### config.mk
export PLATFORM = sky130hd
export DESIGN_NAME = ext_pipe
export DESIGN_NICKNAME = d
export VERILOG_FILES = /design/src/rtl/ext_pkg.sv /design/src/rtl/ext_core.sv /design/src/rtl/ext_pipe.sv
export SDC_FILE = /design/constraint.sdc
export NUM_CORES = 1
export LEC_CHECK = 0
export BUFFER_PORTS_ARGS = -buffer_cell sky130_fd_sc_hd__buf_4
export CELL_PAD_IN_SITES_DETAIL_PLACEMENT = 1
export CELL_PAD_IN_SITES_GLOBAL_PLACEMENT = 1
export CORE_MARGIN = 8
export CORE_UTILIZATION = 30
export CTS_BUF_LIST = sky130_fd_sc_hd__clkbuf_16
export DETAILED_ROUTE_END_ITERATION = 10
export PLACE_DENSITY = 0.6
export RECOVER_POWER = 50
export SLEW_MARGIN = 20
export SYNTH_ARGS = -nofsm -noshare
export SYNTH_HDL_FRONTEND = slang
export SYNTH_SLANG_ARGS = --single-unit
### constraint.sdc
create_clock -name clk -period 2 [get_ports clk]
set_clock_uncertainty 0.2 [all_clocks]
set_input_delay 0.5 -clock clk [delete_from_list [all_inputs] [get_ports clk]]
set_output_delay 0.5 -clock clk [all_outputs]
set_load 0.02 [all_outputs]
### src/rtl/ext_pkg.sv
// ---------------------------------------------------------------------------
// ext_pkg
// Shared definitions for the extension pipeline:
//   - default datapath / immediate widths
//   - in_op extension-mode encodings
// No ports; imported by ext_core and ext_pipe.
// ---------------------------------------------------------------------------
package ext_pkg;

    localparam int EXT_DATA_W_DEF = 32;
    localparam int EXT_IMM_W_DEF  = 16;

    typedef enum logic [2:0] {
        OP_ZEXT = 3'b000,   // zero-extend immediate
        OP_LUI  = 3'b001,   // immediate in the upper bits, low bits zero
        OP_SEXT = 3'b010,   // sign-extend immediate
        OP_PASS = 3'b011,   // pass the whole word through
        OP_LB   = 3'b100,   // signed byte load
        OP_LBU  = 3'b101,   // unsigned byte load
        OP_LH   = 3'b110,   // signed halfword load
        OP_LHU  = 3'b111    // unsigned halfword load
    } ext_op_e;

endpackage

### src/rtl/ext_core.sv
// ---------------------------------------------------------------------------
// ext_core
// Purely combinational extension unit.
// Ports:
//   in_data [DATA_W] : immediate (low IMM_W bits) or raw memory word
//   in_off  [2]      : byte offset inside the 32-bit word (load modes only)
//   in_op   [3]      : extension mode (ext_pkg::ext_op_e)
//   data    [DATA_W] : extended result
//   err     [1]      : misaligned halfword access
// ---------------------------------------------------------------------------
module ext_core
    import ext_pkg::*;
#(
    parameter int DATA_W = EXT_DATA_W_DEF,
    parameter int IMM_W  = EXT_IMM_W_DEF
) (
    input  logic [DATA_W-1:0] in_data,
    input  logic [1:0]        in_off,
    input  logic [2:0]        in_op,
    output logic [DATA_W-1:0] data,
    output logic              err
);

    logic [IMM_W-1:0] imm_s;
    logic [7:0]       byte_s;
    logic [15:0]      half_s;

    assign imm_s = in_data[IMM_W-1:0];

    // Select the addressed byte and halfword of the low 32-bit word.
    always_comb begin
        byte_s = 8'h00;
        half_s = 16'h0000;
        case (in_off)
            2'd0:    byte_s = in_data[7:0];
            2'd1:    byte_s = in_data[15:8];
            2'd2:    byte_s = in_data[23:16];
            2'd3:    byte_s = in_data[31:24];
            default: byte_s = 8'h00;
        endcase
        if (in_off[1]) begin
            half_s = in_data[31:16];
        end else begin
            half_s = in_data[15:0];
        end
    end

    // Apply the requested extension; misaligned halfwords yield zero plus err.
    always_comb begin
        data = '0;
        err  = 1'b0;
        case (ext_op_e'(in_op))
            OP_ZEXT: data = {{(DATA_W-IMM_W){1'b0}}, imm_s};
            OP_LUI:  data = {imm_s, {(DATA_W-IMM_W){1'b0}}};
            OP_SEXT: data = {{(DATA_W-IMM_W){imm_s[IMM_W-1]}}, imm_s};
            OP_PASS: data = in_data;
            OP_LB:   data = {{(DATA_W-8){byte_s[7]}}, byte_s};
            OP_LBU:  data = {{(DATA_W-8){1'b0}}, byte_s};
            OP_LH, OP_LHU: begin
                if (in_off[0]) begin
                    data = '0;
                    err  = 1'b1;
                end else if (ext_op_e'(in_op) == OP_LH) begin
                    data = {{(DATA_W-16){half_s[15]}}, half_s};
                end else begin
                    data = {{(DATA_W-16){1'b0}}, half_s};
                end
            end
            default: begin
                data = '0;
                err  = 1'b0;
            end
        endcase
    end

endmodule

### src/rtl/ext_pipe.sv
// ---------------------------------------------------------------------------
// ext_pipe
// Extension unit followed by a 2-entry skid buffer (main + skid) giving a
// 1-cycle latency, full-throughput valid/ready pipeline stage.
// Ports:
//   clk, reset_n        : clock, asynchronous active-low reset
//   in_valid / in_ready : upstream handshake (in_ready registered)
//   in_data, in_off, in_op : beat payload, see ext_core
//   flush               : discard all buffered beats (wins over transfers)
//   out_valid/out_ready : downstream handshake
//   out_data, out_err   : registered result, held stable while stalled
// ---------------------------------------------------------------------------
module ext_pipe
    import ext_pkg::*;
#(
    parameter int DATA_W = EXT_DATA_W_DEF,
    parameter int IMM_W  = EXT_IMM_W_DEF
) (
    input  logic              clk,
    input  logic              reset_n,
    input  logic              in_valid,
    output logic              in_ready,
    input  logic [DATA_W-1:0] in_data,
    input  logic [1:0]        in_off,
    input  logic [2:0]        in_op,
    input  logic              flush,
    output logic              out_valid,
    input  logic              out_ready,
    output logic [DATA_W-1:0] out_data,
    output logic              out_err
);

    logic [DATA_W-1:0] core_data_s;
    logic              core_err_s;

    logic              main_valid_r, main_valid_nxt_s;
    logic [DATA_W-1:0] main_data_r,  main_data_nxt_s;
    logic              main_err_r,   main_err_nxt_s;
    logic              skid_valid_r, skid_valid_nxt_s;
    logic [DATA_W-1:0] skid_data_r,  skid_data_nxt_s;
    logic              skid_err_r,   skid_err_nxt_s;
    logic              in_ready_r;

    logic              in_fire_s;
    logic              out_fire_s;

    ext_core #(
        .DATA_W (DATA_W),
        .IMM_W  (IMM_W)
    ) u_core (
        .in_data (in_data),
        .in_off  (in_off),
        .in_op   (in_op),
        .data    (core_data_s),
        .err     (core_err_s)
    );

    assign in_fire_s  = in_valid && in_ready_r;
    assign out_fire_s = main_valid_r && out_ready;

    // Skid-buffer next state; the skid is only ever filled while main is full.
    always_comb begin
        main_valid_nxt_s = main_valid_r;
        main_data_nxt_s  = main_data_r;
        main_err_nxt_s   = main_err_r;
        skid_valid_nxt_s = skid_valid_r;
        skid_data_nxt_s  = skid_data_r;
        skid_err_nxt_s   = skid_err_r;
        if (flush) begin
            main_valid_nxt_s = 1'b0;
            skid_valid_nxt_s = 1'b0;
        end else if (skid_valid_r) begin
            // in_ready is low here, so only the output side can move.
            if (out_fire_s) begin
                main_data_nxt_s  = skid_data_r;
                main_err_nxt_s   = skid_err_r;
                skid_valid_nxt_s = 1'b0;
            end else begin
                skid_valid_nxt_s = 1'b1;
            end
        end else if (in_fire_s) begin
            if (main_valid_r && !out_fire_s) begin
                // Output stalled: park the new beat behind main.
                skid_valid_nxt_s = 1'b1;
                skid_data_nxt_s  = core_data_s;
                skid_err_nxt_s   = core_err_s;
            end else begin
                main_valid_nxt_s = 1'b1;
                main_data_nxt_s  = core_data_s;
                main_err_nxt_s   = core_err_s;
            end
        end else if (out_fire_s) begin
            main_valid_nxt_s = 1'b0;
        end else begin
            main_valid_nxt_s = main_valid_r;
        end
    end

    // Pipeline state registers; in_ready tracks the next-cycle skid state.
    always_ff @(posedge clk or negedge reset_n) begin
        if (!reset_n) begin
            main_valid_r <= 1'b0;
            main_data_r  <= '0;
            main_err_r   <= 1'b0;
            skid_valid_r <= 1'b0;
            skid_data_r  <= '0;
            skid_err_r   <= 1'b0;
            in_ready_r   <= 1'b1;
        end else begin
            main_valid_r <= main_valid_nxt_s;
            main_data_r  <= main_data_nxt_s;
            main_err_r   <= main_err_nxt_s;
            skid_valid_r <= skid_valid_nxt_s;
            skid_data_r  <= skid_data_nxt_s;
            skid_err_r   <= skid_err_nxt_s;
            in_ready_r   <= !skid_valid_nxt_s;
        end
    end

    assign in_ready  = in_ready_r;
    assign out_valid = main_valid_r;
    assign out_data  = main_data_r;
    assign out_err   = main_err_r;

endmodule
Word-level counts from Yosys, hierarchy flattened --
Cells that the tools add are included.
Operators by class: equality and inequality tests 14, muxes and demuxes 25, bitwise operators 2, reduce and logical (&&, ||, !) cells 13
Operators by type and width (number):
- case mux 32 bit (7 select lines) | 1
- two-way mux 32 bit | 6
- case mux 8 bit (4 select lines) | 1
- two-way mux 1 bit | 16
- two-way mux 16 bit | 1
- equality test 3 bit, second input constant | 4
- AND reduction 4 bit | 2
- equality test 3 x 2 -> 1 bit, second input constant | 2
- equality test 2 bit, second input constant | 2
- inequality test 2 bit, second input constant | 2
- equality test 3 x 1 -> 1 bit, second input constant | 1
- logical AND 1 bit | 3
- zero test 3 bit | 1
- inequality test 3 bit, second input constant | 1
- AND reduction 3 bit | 1
- nonzero test 3 bit | 1
- equality test 2 x 1 -> 1 bit, second input constant | 1
- zero test 1 bit | 2
- zero test 2 bit | 1
- inequality test 2 x 1 -> 1 bit, second input constant | 1
- NOT 1 bit | 2
- nonzero test 2 bit | 1
- OR reduction 2 bit | 1
Storage, ports and cells: bits in registers 69, input bits 42

Logic depth before layout (Yosys ltp) --
depth in word-level cells 8, gate-level depth with buffers 6, gate-level depth less buffers 4

Hierarchy --
Synthesis repeated with hierarchy kept, for this count alone.
Unflattened totals: cells, all modules 299, area, all modules 3988.8 sq um
Modules (own cells, without submodules):
- ext_pipe | times used 1, cells each 190, area an instance 3118.0 sq um
- ext_core | times used 1, cells each 109, area an instance 870.8 sq um

Worst setup path before layout --
OpenSTA, ideal clock, no wires.
path kind reg-to-reg, start point register in_ready_r, in the netlist in_ready, end point register main_data_r[24], in the netlist out_data[24], arrival 1691 ps, path slack -14 ps, stages on the path, launching flop included 6, buffers on the path 1, clock period less this slack 2014 ps, cells stage by stage dfstp_2 nand3b_4 a221oi_4 buf_4 mux2_2 o31a_1
On the way: word-level cells in the longest chain between the ends 3
Ends and longest elaborated chain:
- from (decl) | RTL line ext_pipe.sv:42 | logic in_ready_r;
- from (signal assigned) | RTL line ext_pipe.sv:116 | in_ready_r <= !skid_valid_nxt_s;
- logical AND 1 bit | RTL line ext_pipe.sv:58 | assign in_fire_s = in_valid && in_ready_r;
- nonzero test 2 bit (no line)
- AND reduction 4 bit (no line)
- to (signal assigned) | RTL line ext_pipe.sv:111 | main_data_r <= main_data_nxt_s;
- to (decl) | RTL line ext_pipe.sv:37 | logic [DATA_W-1:0] main_data_r, main_data_nxt_s;
Every way passes these cells. A chain may end at the register's enable or synchronous reset.

Final worst setup path --
start point register in_ready_r, in the netlist in_ready, end point register main_data_r[23], in the netlist out_data[23]
Same word-level chain as after synthesis.

==> impl_metrics.ini <==
[status]
status = complete, no violations

[synth]
synth_edf_count = 0
syn_area_um2 = 3985
synthFlopType = dfrtp_1
synth-async-reset-ratio_pct = 100.0
netlist_top_cells_count = dfrtp_1 (68), nor2_1 (33), mux2i_1 (26)
yosysSeqAreaShare_pct = 43.36
synth_cell_type_count = 42
syn-num-nets = 408
netlist_top_cells_area = dfrtp_1 (43%), mux2i_1 (6.5%), mux2_2 (5.9%), o22a_1 (3.5%), o31a_1 (3.5%)
avgSynthCellArea_um2 = 10.89
synth-seq-cells = 69
yosysTopAreaCellShare_pct = 42.70
ys_warn_count = 0
syn_inst = 366
synth_area_leader_cell = dfrtp_1
yosysMostFrequentCell = dfrtp_1

[global_routing]
antenna_found_initial = 0
grt_pass1_wl_um = 21640
grt_max_degree = 35
track_usage_pct = 15.82
gr-total-overflow = 0
grt_pass1_vias = 3781

[drt]
num_vias = 3427
drt_wl_total_um = 13470
dr.pass1.iters = 4
drc = 0
drtIter0Drc = 166
ant_nets = 0
via_per_inst = 5.130
wl_per_cell_um = 20.16

[final_layout]
drive_gt1_share_pct = 40.65
syn_to_final_growth_pct = 36.77
finalNetCount = 529
n_fill_cell = 1455
fin_util_pct = 41.65
antennaDiodeCount = 0

[die]
start_util_pct = 30.46
die_height_um = 131.3
num_io_pins = 77
die-area_um2 = 17230
die_w_um = 131.3
core_um2 = 13090
floorplan.rows = 42

[clock_tree]
cts-root-buf = clkbuf_16
numCtsBuffers = 9
htreeDepth = 3
clock_sinks = 69
clk_pin_slew_ps = 60
clkLatencyLatePin_ps = 330
cts_tree = done
cts_buffer_depth = 2

[power_and_ir_drop]
power_leakage_uw = 0.002398
ir_drop_v = 0.0003657
power_uw = 5061
powerDensity_nw_per_um2 = 928.5

[min_path]
whs_path_depth = 2
hold_path_class = primary input to flip-flop

[worst_setup_path]
critPathKind = flip-flop to flip-flop
cp-end-kind = flip-flop
critPathArrivalTime_ps = 2000
critPathSlowestCell = dfstp_2
path_max_fanout = 17
crit_path_cell_trace = nand3b_4, a221oi_4, buf_12, mux2_2, o31a_1
required_ps = 2020
crit_path_start_kind = flip-flop
max_stage_delay_ps = 550
worstRegToRegCells = 5

[sta]
post-route-period-util_pct = 99.10
whs_ps = 196.8
slew_viol_final = 0
max_slew.worst_pin.slew_ps = 812.4
fin_crit_ps = 1982
relSlewSlack_pct = 45.84
setup_viol = 0
fmax_mhz = 504.5
finalHoldViolCount = 0
rsz0062_at_grt = true
post-route-worst-setup-slack_ps = 17.93

[placement]
hpwl_um = 9996
dpl_worst_slack_ps = -338.5
port-buffer-count = 76
place_congestion = 0.8137

[flow_run]
maxCapViolCount = 0
repair_timing:
item | 4_1_cts | 5_1_grt
setup buffers | 1 | 0
endpoints found under the hold margin | 24 | 0
resized for setup | 1 | 6
endpoints found under the setup margin | 3 | 23
hold buffers | 1 | 0
gates cloned | 0 | 0
worst paths after layout:
path                                          from  slack, ps                     endpoint
max                             in_ready$_DFF_PN1_         20     out_data[23]$_DFFE_PN0P_
min                                          flush        200        out_valid$_DFFE_PN0P_
max reg2reg                     in_ready$_DFF_PN1_         20     out_data[23]$_DFFE_PN0P_
min reg2reg                out_data[7]$_DFFE_PN0P_        280      out_data[7]$_DFFE_PN0P_
max in group asynchronous                  reset_n        160     out_data[15]$_DFFE_PN0P_
min in group asynchronous                  reset_n        520  skid_data_r[28]$_DFFE_PN0P_
per-layer routing:
layer | vias to the layer above | part of all wire [%] | wire length (µm) | track usage (%)
met4 | 0 | 0.88 | 118 | 4.403
met1 | 1736 | 45 | 6040 | 20.45
met5 | - | 0 | 0 | 0
li1 | 1601 | - | - | -
met2 | 83 | 50 | 6673 | 26.25
met3 | 7 | 4.7 | 638 | 3.201
layout make-up:
cell class / count / area, µm² / area share [%]
flip-flops and latches: 69 / 1728 / 31.70
clock buffers: 9 / 225.2 / 4.132
well taps: 176 / 220.2 / 4.040
repair buffers: 139 / 1106 / 20.29
multi-input cells: 255 / 2056 / 37.72
clock inverters: 7 / 66.31 / 1.217
inverters: 13 / 48.80 / 0.8953
cells by family after synthesis:
kind of cell / count (synthesis) / synth area share [%]
simple gates: 104 / 13.63
compound gates: 98 / 21.73
mux: 53 / 15.86
flops: 69 / 43.36
buf+inv: 42 / 5.432
where the power goes:
group / total [µW] / leakage, µW / switching [µW] / internal (µW)
Combinational: 1510 / 0.00142 / 749 / 761
Sequential: 1980 / 0.000831 / 212 / 1760
Clock: 1570 / 0.000145 / 617 / 958
Total: 5060 / 0.00240 / 1580 / 3480
critical path: cells and delay by family (launching register included):
| kind | cells | cell delay [ps] |
|---|---|---|
| AOI/OAI and AO/OA | 2 | 440 |
| buffers and inverters | 1 | 210 |
| and+or+nand+nor | 1 | 120 |
| muxes | 1 | 350 |
| DFF | 1 | 550 |
per-stage QoR:
stage / TNS (ps) / area, µm² / cells
floorplan: -65.83 / 3991 / 366
global placement: -11970 / 5166 / 650
detailed placement: -12960 / 5166 / 650
global route: -2030 / 5450 / 668
finish: 0 / 5450 / 668
CTS: -1.850 / 5479 / 668
flip-flops by register name (all words and copies together), names as in the netlist:
name          count
out_valid         1
out_data         32
out_err           1
skid_data_r      32
in_ready          1
skid_err_r        1
skid_valid_r      1
cell usage in the layout (no fill, tap or decap), types with 5 or more instances in the layout:
| cell type | Yosys | routed |
|---|---|---|
| buf_4 | 2 | 117 |
| dfrtp_1 | 68 | 68 |
| nor2_1 | 33 | 33 |
| mux2i_1 | 26 | 26 |
| nand2_1 | 21 | 21 |
| nand2b_1 | 18 | 18 |
| mux2_2 | 21 | 17 |
| o22a_1 | 16 | 16 |
| o31a_1 | 16 | 16 |
| a21oi_1 | 15 | 15 |
| o21ai_0 | 14 | 14 |
| nand3_1 | 14 | 14 |
| inv_1 | 13 | 13 |
| o211ai_2 | 10 | 10 |
| clkbuf_16 | 0 | 9 |
| clkbuf_1 | 11 | 9 |
| a221oi_2 | 7 | 7 |
| buf_12 | 0 | 7 |
| mux4_2 | 6 | 6 |
| a222oi_1 | 5 | 5 |
Power figures use the tool's default switching activity.
